### src/rtl/mb_result_packer.sv
// rtl/mb_result_packer.sv - drains 1024-bit MB result FIFO entries as 512-bit stream beats
module mb_result_packer #(
  parameter int IN_W         = 1024,
  parameter int OUT_W        = 512,
  parameter int WORDS_PER_MB = 1,
  parameter int CNT_W        = 24
) (
  input  logic             clk,
  input  logic             rst,
  input  logic             start,
  input  logic [9:0]       mb_w,
  input  logic [9:0]       mb_h,
  input  logic             fifo_empty,
  output logic             fifo_rd,
  input  logic [IN_W-1:0]  fifo_dout,
  output logic             m_valid,
  input  logic             m_ready,
  output logic [OUT_W-1:0] m_data,
  output logic             m_last,
  output logic             busy,
  output logic             done
);

  typedef enum logic [2:0] {
    S_IDLE  = 3'd0,
    S_CALC  = 3'd1,
    S_FETCH = 3'd2,
    S_LATCH = 3'd3,
    S_SEND0 = 3'd4,
    S_SEND1 = 3'd5,
    S_DONE  = 3'd6
  } state_t;

  // Two output beats per FIFO entry, WORDS_PER_MB entries per macroblock.
  localparam logic [CNT_W-1:0] LP_BEATS_PER_MB = CNT_W'(WORDS_PER_MB * 2);
  localparam logic [CNT_W-1:0] LP_ONE          = CNT_W'(1);

  state_t           r_state;
  logic [9:0]       r_mb_w;
  logic [9:0]       r_mb_h;
  logic [CNT_W-1:0] r_total;
  logic [CNT_W-1:0] r_sent_cnt;
  logic [IN_W-1:0]  r_hold;

  logic [CNT_W-1:0] w_total;
  logic             w_send;
  logic             w_accept;
  logic             w_is_last;

  // Frame beat total from the latched dimensions, wrapped to the counter width.
  always_comb begin
    w_total = CNT_W'(r_mb_w) * CNT_W'(r_mb_h) * LP_BEATS_PER_MB;
  end

  assign w_send    = (r_state == S_SEND0) || (r_state == S_SEND1);
  assign w_accept  = w_send && m_ready;
  // The counter only ever reaches total-1 while the final beat is presented.
  assign w_is_last = (r_sent_cnt == (r_total - LP_ONE));

  // Pop only while fetching and only when the FIFO has data, so no pop is ever lost.
  assign fifo_rd = (r_state == S_FETCH) && !fifo_empty;
  assign m_valid = w_send;
  assign m_last  = w_send && w_is_last;
  assign busy    = (r_state != S_IDLE);
  assign done    = (r_state == S_DONE);

  // Beat data is a pure slice of the holding register, so it stays stable under backpressure.
  always_comb begin
    m_data = '0;
    if (r_state == S_SEND0) begin
      m_data = r_hold[OUT_W-1:0];
    end else if (r_state == S_SEND1) begin
      m_data = r_hold[OUT_W +: OUT_W];
    end
  end

  // Frame sequencer: fetch one entry, latch it, send its two halves, repeat until total beats sent.
  always_ff @(posedge clk) begin
    if (rst) begin
      r_state    <= S_IDLE;
      r_mb_w     <= '0;
      r_mb_h     <= '0;
      r_total    <= '0;
      r_sent_cnt <= '0;
      r_hold     <= '0;
    end else begin
      unique case (r_state)
        S_IDLE: begin
          if (start) begin
            r_mb_w  <= mb_w;
            r_mb_h  <= mb_h;
            r_state <= S_CALC;
          end
        end
        S_CALC: begin
          r_total    <= w_total;
          r_sent_cnt <= '0;
          r_state    <= (w_total == '0) ? S_DONE : S_FETCH;
        end
        S_FETCH: begin
          if (!fifo_empty) begin
            r_state <= S_LATCH;
          end
        end
        S_LATCH: begin
          r_hold  <= fifo_dout;
          r_state <= S_SEND0;
        end
        S_SEND0: begin
          if (w_accept) begin
            r_sent_cnt <= r_sent_cnt + LP_ONE;
            r_state    <= S_SEND1;
          end
        end
        S_SEND1: begin
          if (w_accept) begin
            r_sent_cnt <= r_sent_cnt + LP_ONE;
            r_state    <= w_is_last ? S_DONE : S_FETCH;
          end
        end
        S_DONE: begin
          r_state <= S_IDLE;
        end
        default: begin
          r_state <= S_IDLE;
        end
      endcase
    end
  end

endmodule
### config.mk
export PLATFORM = sky130hd
export DESIGN_NAME = mb_result_packer
export DESIGN_NICKNAME = d
export VERILOG_FILES = /design/src/rtl/mb_result_packer.sv
export SDC_FILE = /design/constraint.sdc
export NUM_CORES = 2
export LEC_CHECK = 0
export CAP_MARGIN = 20
export CELL_PAD_IN_SITES_DETAIL_PLACEMENT = 0
export CELL_PAD_IN_SITES_GLOBAL_PLACEMENT = 1
export CORE_AREA = 2 2 614 616
export DETAILED_ROUTE_END_ITERATION = 7
export DIE_AREA = 0 0 616 618
export PLACE_DENSITY_LB_ADDON = 0.1
export SYNTH_ARGS = -nofsm -noshare
export SYNTH_HDL_FRONTEND = slang
export SYNTH_SLANG_ARGS = --single-unit
### constraint.sdc
create_clock -name clk -period 9.5 [get_ports clk]
set_input_delay 2.375 -clock clk [delete_from_list [all_inputs] [get_ports clk]]
set_output_delay 2.375 -clock clk [all_outputs]
set_load 0.02 [all_outputs]
### Yosys cells after proc, flatten, opt, wreduce, memory -nomap -nowiden

Cells that the tools add are included.

| storage, ports and cells | value |
|---|---|
| register bits after elaboration | 1091 |
| input bits | 1049 |
| logic and storage cells | 45 |

| cells by class | value |
|---|---|
| add/subtract/negate cells | 2 |
| $mul | 1 |
| equal/unequal tests | 12 |
| multiplexer cells | 11 |
| reduce and logical (&&, ||, !) cells | 13 |

Operators with widths:

| operator | count |
|---|---|
| $mux 512 | 2 |
| $pmux 24 s2 | 1 |
| $add 24x1->24 const B | 1 |
| $eq 24x24->1 | 1 |
| $logic_not 24->1 | 1 |
| $mux 24 | 1 |
| $sub 21x1->22 const B | 1 |
| $mul 10x10->20 | 1 |
| $mux 3 | 6 |
| $pmux 3 s6 | 1 |
| $eq 3x3->1 const B | 3 |
| $ne 2x2->1 const B | 4 |
| $eq 3x2->1 const B | 2 |
| $reduce_and 2->1 | 2 |
| $reduce_and 4->1 | 1 |
| $eq 3x1->1 const B | 1 |
| $logic_and 1x1->1 | 3 |
| $logic_not 3->1 | 1 |
| $reduce_bool 3->1 | 1 |
| $ne 2x1->1 const B | 1 |
| $reduce_bool 2->1 | 1 |
| $reduce_or 2->1 | 1 |
| $logic_not 1->1 | 1 |
| $logic_or 1x1->1 | 1 |

### Logic depth before layout (Yosys ltp)

| logic depth | value |
|---|---|
| word-level depth | 5 |
| mapped depth | 21 |
| gate-level depth less buffers | 20 |

### Least setup slack after synthesis

OpenSTA, ideal clock, no wires.

| path | value |
|---|---|
| path kind | input port to output port |
| start point | in fifo_empty |
| end point | out fifo_rd |
| arrival time | 3.188 ns |
| data required time | 7.125 ns |
| slack | 3.937 ns |
| stages | 1 |
| path buffers | 0 |
| cell sequence | nor4b_1 |

| between the ends | value |
|---|---|
| word-level cells in the longest chain between the ends | 2 |

Ends and longest elaborated chain:

| item | RTL line | text |
|---|---|---|
| start: declaration | 13 | `input logic fifo_empty,` |
| $logic_not 1->1 | - |  |
| $logic_and 1x1->1 | 61 | `assign fifo_rd = (r_state == S_FETCH) && !fifo_empty;` |
| end: declaration | 14 | `output logic fifo_rd,` |

No other way between the ends.

### Worst setup path after layout

| path | value |
|---|---|
| start point | reg r_state[2] |
| end point | out m_last |

| between the ends | value |
|---|---|
| word-level cells in the longest chain between the ends | 3 |
| elaborated cells between the ends (all ways) | 4 |

Ends and longest elaborated chain:

| item | RTL line | text |
|---|---|---|
| start: declaration | 38 | `state_t r_state;` |
| start signal: assignment | 98 | `r_state <= (w_total == '0) ? S_DONE : S_FETCH;` |
| start signal: assignment | 118 | `r_state <= w_is_last ? S_DONE : S_FETCH;` |
| $eq 3x3->1 | 55 | `assign w_send = (r_state == S_SEND0) \|\| (r_state == S_SEND1);` |
| $logic_or 1x1->1 * | 55 |  |
| $logic_and 1x1->1 * | 63 | `assign m_last = w_send && w_is_last;` |
| end: declaration | 19 | `output logic m_last,` |

Mark *: on every way between the ends. The rest lies on a longest branch, timed or not.

==> results.py <==
metrics = {
    "setup_path": {
        "reg2reg_to": "r_state[2]$_SDFFE_PP0P_",
        "cp_top_family": "compound AO/OA/AOI/OAI gates",
        "cpMaxStageDelayCell": "dfxtp_1",
        "r2r_start": "r_mb_w[5]$_SDFFE_PP0P_",
        "critPathLaunchType": "flop",
        "cp_data_required_time_ns": 7.13,
        "crit_arrival_ns": 4.62,
        "cp-end-kind": "output pin",
        "critical_path.cell_chain": "nand2b_4, inv_2, nand3_1, a2111oi_1, nand3_1, a2111oi_0, o2111ai_1, nor4_2, buf_4, clkdlybuf4s50_1",
        "cp_common_cell": "nand3_1",
        "cp-startpoint": "r_state[2]$_SDFFE_PP0P_",
        "rrSetupSlack_ns": 3.47,
        "cp-endpoint": "m_last",
        "max_stage_delay_ns": 0.72,
        "worst-path-stages": 10,
        "cp_max_fo": 24,
        "r2r_cells": 18,
        "worst-setup-path-type": "flop to output pin",
        "critPathBufInv": 3,
    },
    "clock_network": {
        "clk_path_buf_depth": 4,
        "clkTransAtPathRegs_ns": 0.05,
        "clock_latency_ns": 0.82,
        "root_buffer": "clkbuf_16",
        "h-tree-depth": 4,
        "post_cts_resized": 0,
        "cts_buffers": 163,
        "cts_hold_buf": 0,
        "cts_tree": "built",
        "post-cts-setup-buffers": 0,
        "cts_num_sinks": 1091,
    },
    "power_and_ir_drop": {
        "internal-power_uw": 9700,
        "pwr-share-seq": 0.362,
        "power.switching_uw": 4630,
        "p_leak_uw": 0.0239,
        "powerDensity_nw_per_um2": 191,
        "comb_power_share": 0.212,
        "switching_share": 0.323,
        "ir_drop_mv": 0.142,
        "p_clk_frac": 0.426,
    },
    "sta": {
        "setup_viol": 0,
        "tns_ns": 0,
        "worst_slew_pin_slew_ns": 1.26,
        "maxSlewViolCount": 0,
        "slew_headroom": 0.136,
        "final-hold-violation-count": 0,
        "fin_ws_ns": 2.51,
        "period_share": 0.736,
        "skew_ns": 0.0388,
        "layout_min_cycle_time_ns": 6.99,
        "timing.fmax_mhz": 143,
        "rsz0062_at_grt": "false",
        "hold_slack_ns": 0.451,
    },
    "run_status": {
        "status": "finished, final reports clean",
    },
    "logic_synthesis": {
        "avgSynthCellArea_um2": 7.64,
        "postSynth.asyncResetShare": 0,
        "yosysUniqueCellTypes": 65,
        "netlist_instances": 6425,
        "synth_fp_nets": 7593,
        "yosysSeqAreaShare": 0.445,
        "synth_edf_count": 0,
        "ys_ff_latch": 1091,
        "ys_warn_count": 0,
        "synth_area_um2": 49100,
        "synth_ff_type": "dfxtp_1",
    },
    "layout": {
        "nets": 8891,
        "multi_input_area_um2": 25100,
        "syn_to_final_growth_pct": 53.3,
        "drive_above_1_share": 0.0416,
        "nFillCells": 41900,
        "seqCellArea_um2": 21800,
    },
    "floorplanning": {
        "io_pins": 1566,
        "fp.dieW_um": 616,
        "core_area_um2": 374000,
        "die_y_um": 618,
        "rows": 225,
        "die-area_um2": 381000,
        "start_util": 0.131,
    },
    "global_routing": {
        "grt_pass1_vias": 49500,
        "grt_first_pass_wirelength_um": 429000,
        "antenna_found_initial": 297,
        "grt_max_degree": 181,
        "grt_remaining_overflow": 0,
        "grt_usage": 0.161,
    },
    "hold_path": {
        "min_path_cells": 2,
        "hp-class": "flop to flop",
    },
    "route": {
        "via_count": 49400,
        "detail_route.iter0.violations": 2370,
        "viasPerCell": 3.83,
        "drt-pass1-iter-count": 5,
        "wl_um": 321000,
        "drc_errors": 0,
        "drtAntennaViolNets": 0,
        "wl_per_cell_um": 24.9,
    },
    "placed_design": {
        "numPortBuffers": 1565,
        "pre_cts_ws_ns": 3.06,
        "gp_congestion": 0.799,
        "hpwl_um": 245000,
    },
    "job": {
        "max-cap-violations": 0,
    },
}
==> through the flow <==
stage           util  cells  total power (uW)  instance area, um2
6_report       0.201  12900             14300               75200
5_1_grt        0.201  12800             15100               75100
4_1_cts        0.201  12800             14800               75000
3_5_place_dp   0.187  12600              8430               69900
3_3_place_gp   0.187  12500              8420               69800
2_1_floorplan      -   6425              6950               49100
==> sequential cells by signal, summed over array words and instances (netlist names) <==
name,flops
r_hold,1024
r_mb_h,10
r_mb_w,10
r_sent_cnt,24
r_state,3
r_total,20
==> synth_stat cells (6+ instances only) <==
cell       instances  area [um2]
nand2_1         2170        8150
dfxtp_1         1091       21800
a21oi_1         1083        5420
nor2_1           562        2110
mux2i_1          516        5160
clkbuf_1         446        1670
and2_1            70         438
inv_1             66         248
fa_1              62        1240
ha_1              57         713
buf_1             53         199
xor2_1            34         298
xnor2_1           22         193
nand3_1           21         105
nor3_1            16        80.1
and3_1            11        68.8
nand4_1            9        56.3
nor4_1             9        56.3
o21ai_0            9        45.0
o31ai_1            8        60.1
nor2b_1            7        43.8
nor3b_1            6        45.0
o2111ai_1          6        52.6
==> placed cells by master (no fill, tap or decap), drive strengths merged, types with 5 or more instances in the layout <==
cell type	Yosys	layout
nand2	2170	2170
clkdlybuf4s50	0	1564
dfxtp	1091	1091
a21oi	1083	1083
nor2	563	563
mux2i	516	516
clkbuf	446	250
buf	59	74
inv	67	73
and2	70	70
diode	0	65
fa	62	62
ha	57	57
xor2	34	34
xnor2	22	22
nand3	21	21
nor3	16	16
clkinv	0	13
o21ai	13	13
nor4	12	12
and3	11	11
nand4	9	9
o31ai	8	8
nor2b	7	7
o2111ai	6	6
nor3b	6	6
or3	6	6
a2111oi	6	6
nand4b	5	5
a21o	5	5
a31oi	5	5
nand2b	5	5
==> kinds of logic after synthesis <==
| logic type | synth area share |
|---|---|
| flip-flops | 0.445 |
| adder cells (fa/ha/maj) | 0.0398 |
| buffers and inverters | 0.0440 |
| AND/OR/NAND/NOR | 0.234 |
| XOR/XNOR | 0.0100 |
| AO/OA/AOI/OAI | 0.122 |
| multiplexers | 0.105 |
==> worst min path at each step <==
| stage | from | to | slack, ns |
|---|---|---|---|
| after floorplan | r_mb_h[1]$_SDFFE_PP0P_ | r_mb_h[1]$_SDFFE_PP0P_ | 0.44 |
| after global placement | r_hold[449]$_SDFFE_PP0N_ | r_hold[449]$_SDFFE_PP0N_ | 0.44 |
| after detailed placement | r_hold[354]$_SDFFE_PP0N_ | r_hold[354]$_SDFFE_PP0N_ | 0.45 |
| after CTS | r_hold[109]$_SDFFE_PP0N_ | r_hold[109]$_SDFFE_PP0N_ | 0.45 |
| after global routing | r_hold[561]$_SDFFE_PP0N_ | r_hold[561]$_SDFFE_PP0N_ | 0.47 |
| final | r_hold[564]$_SDFFE_PP0N_ | r_hold[564]$_SDFFE_PP0N_ | 0.45 |
==> power groups by stage <==
| stage | registers (uW) | logic (uW) | clock network [uW] |
|---|---|---|---|
| floorplan | 5130 | 1820 | 0 |
| finish | 5180 | 3040 | 6110 |
| CTS | 5190 | 3150 | 6420 |
| global placement | 5280 | 3140 | 0 |
| global route | 5230 | 3330 | 6550 |
| detailed placement | 5290 | 3140 | 0 |
==> layer usage <==
metal | routed length, um | track usage | vias to the layer above
met1 | 124000 | 0.176 | 23600
met3 | 21900 | 0.0494 | 650
li1 | - | - | 23600
met4 | 9030 | 0.0447 | 144
met2 | 165000 | 0.299 | 1398
met5 | 931 | 0 | -
==> final cells by class <==
class	count	area share
clock buffer	250	0.0650
multi-input combinational	4762	0.334
sequential	1091	0.290
inverter	67	0.00334
tap	4994	0.0831
clock inverter	26	0.00391
antenna	65	0.00216
timing repair buffer	1638	0.218
==> tightest hold or removal path, delay by kind of cell (launching register included) <==
kind / cells / cell delay, ns
and+or+nand+nor: 1 / 0.05
DFF: 1 / 0.30
AOI/OAI and AO/OA: 1 / 0.05
No activity file was read; power rests on OpenSTA's default activity.
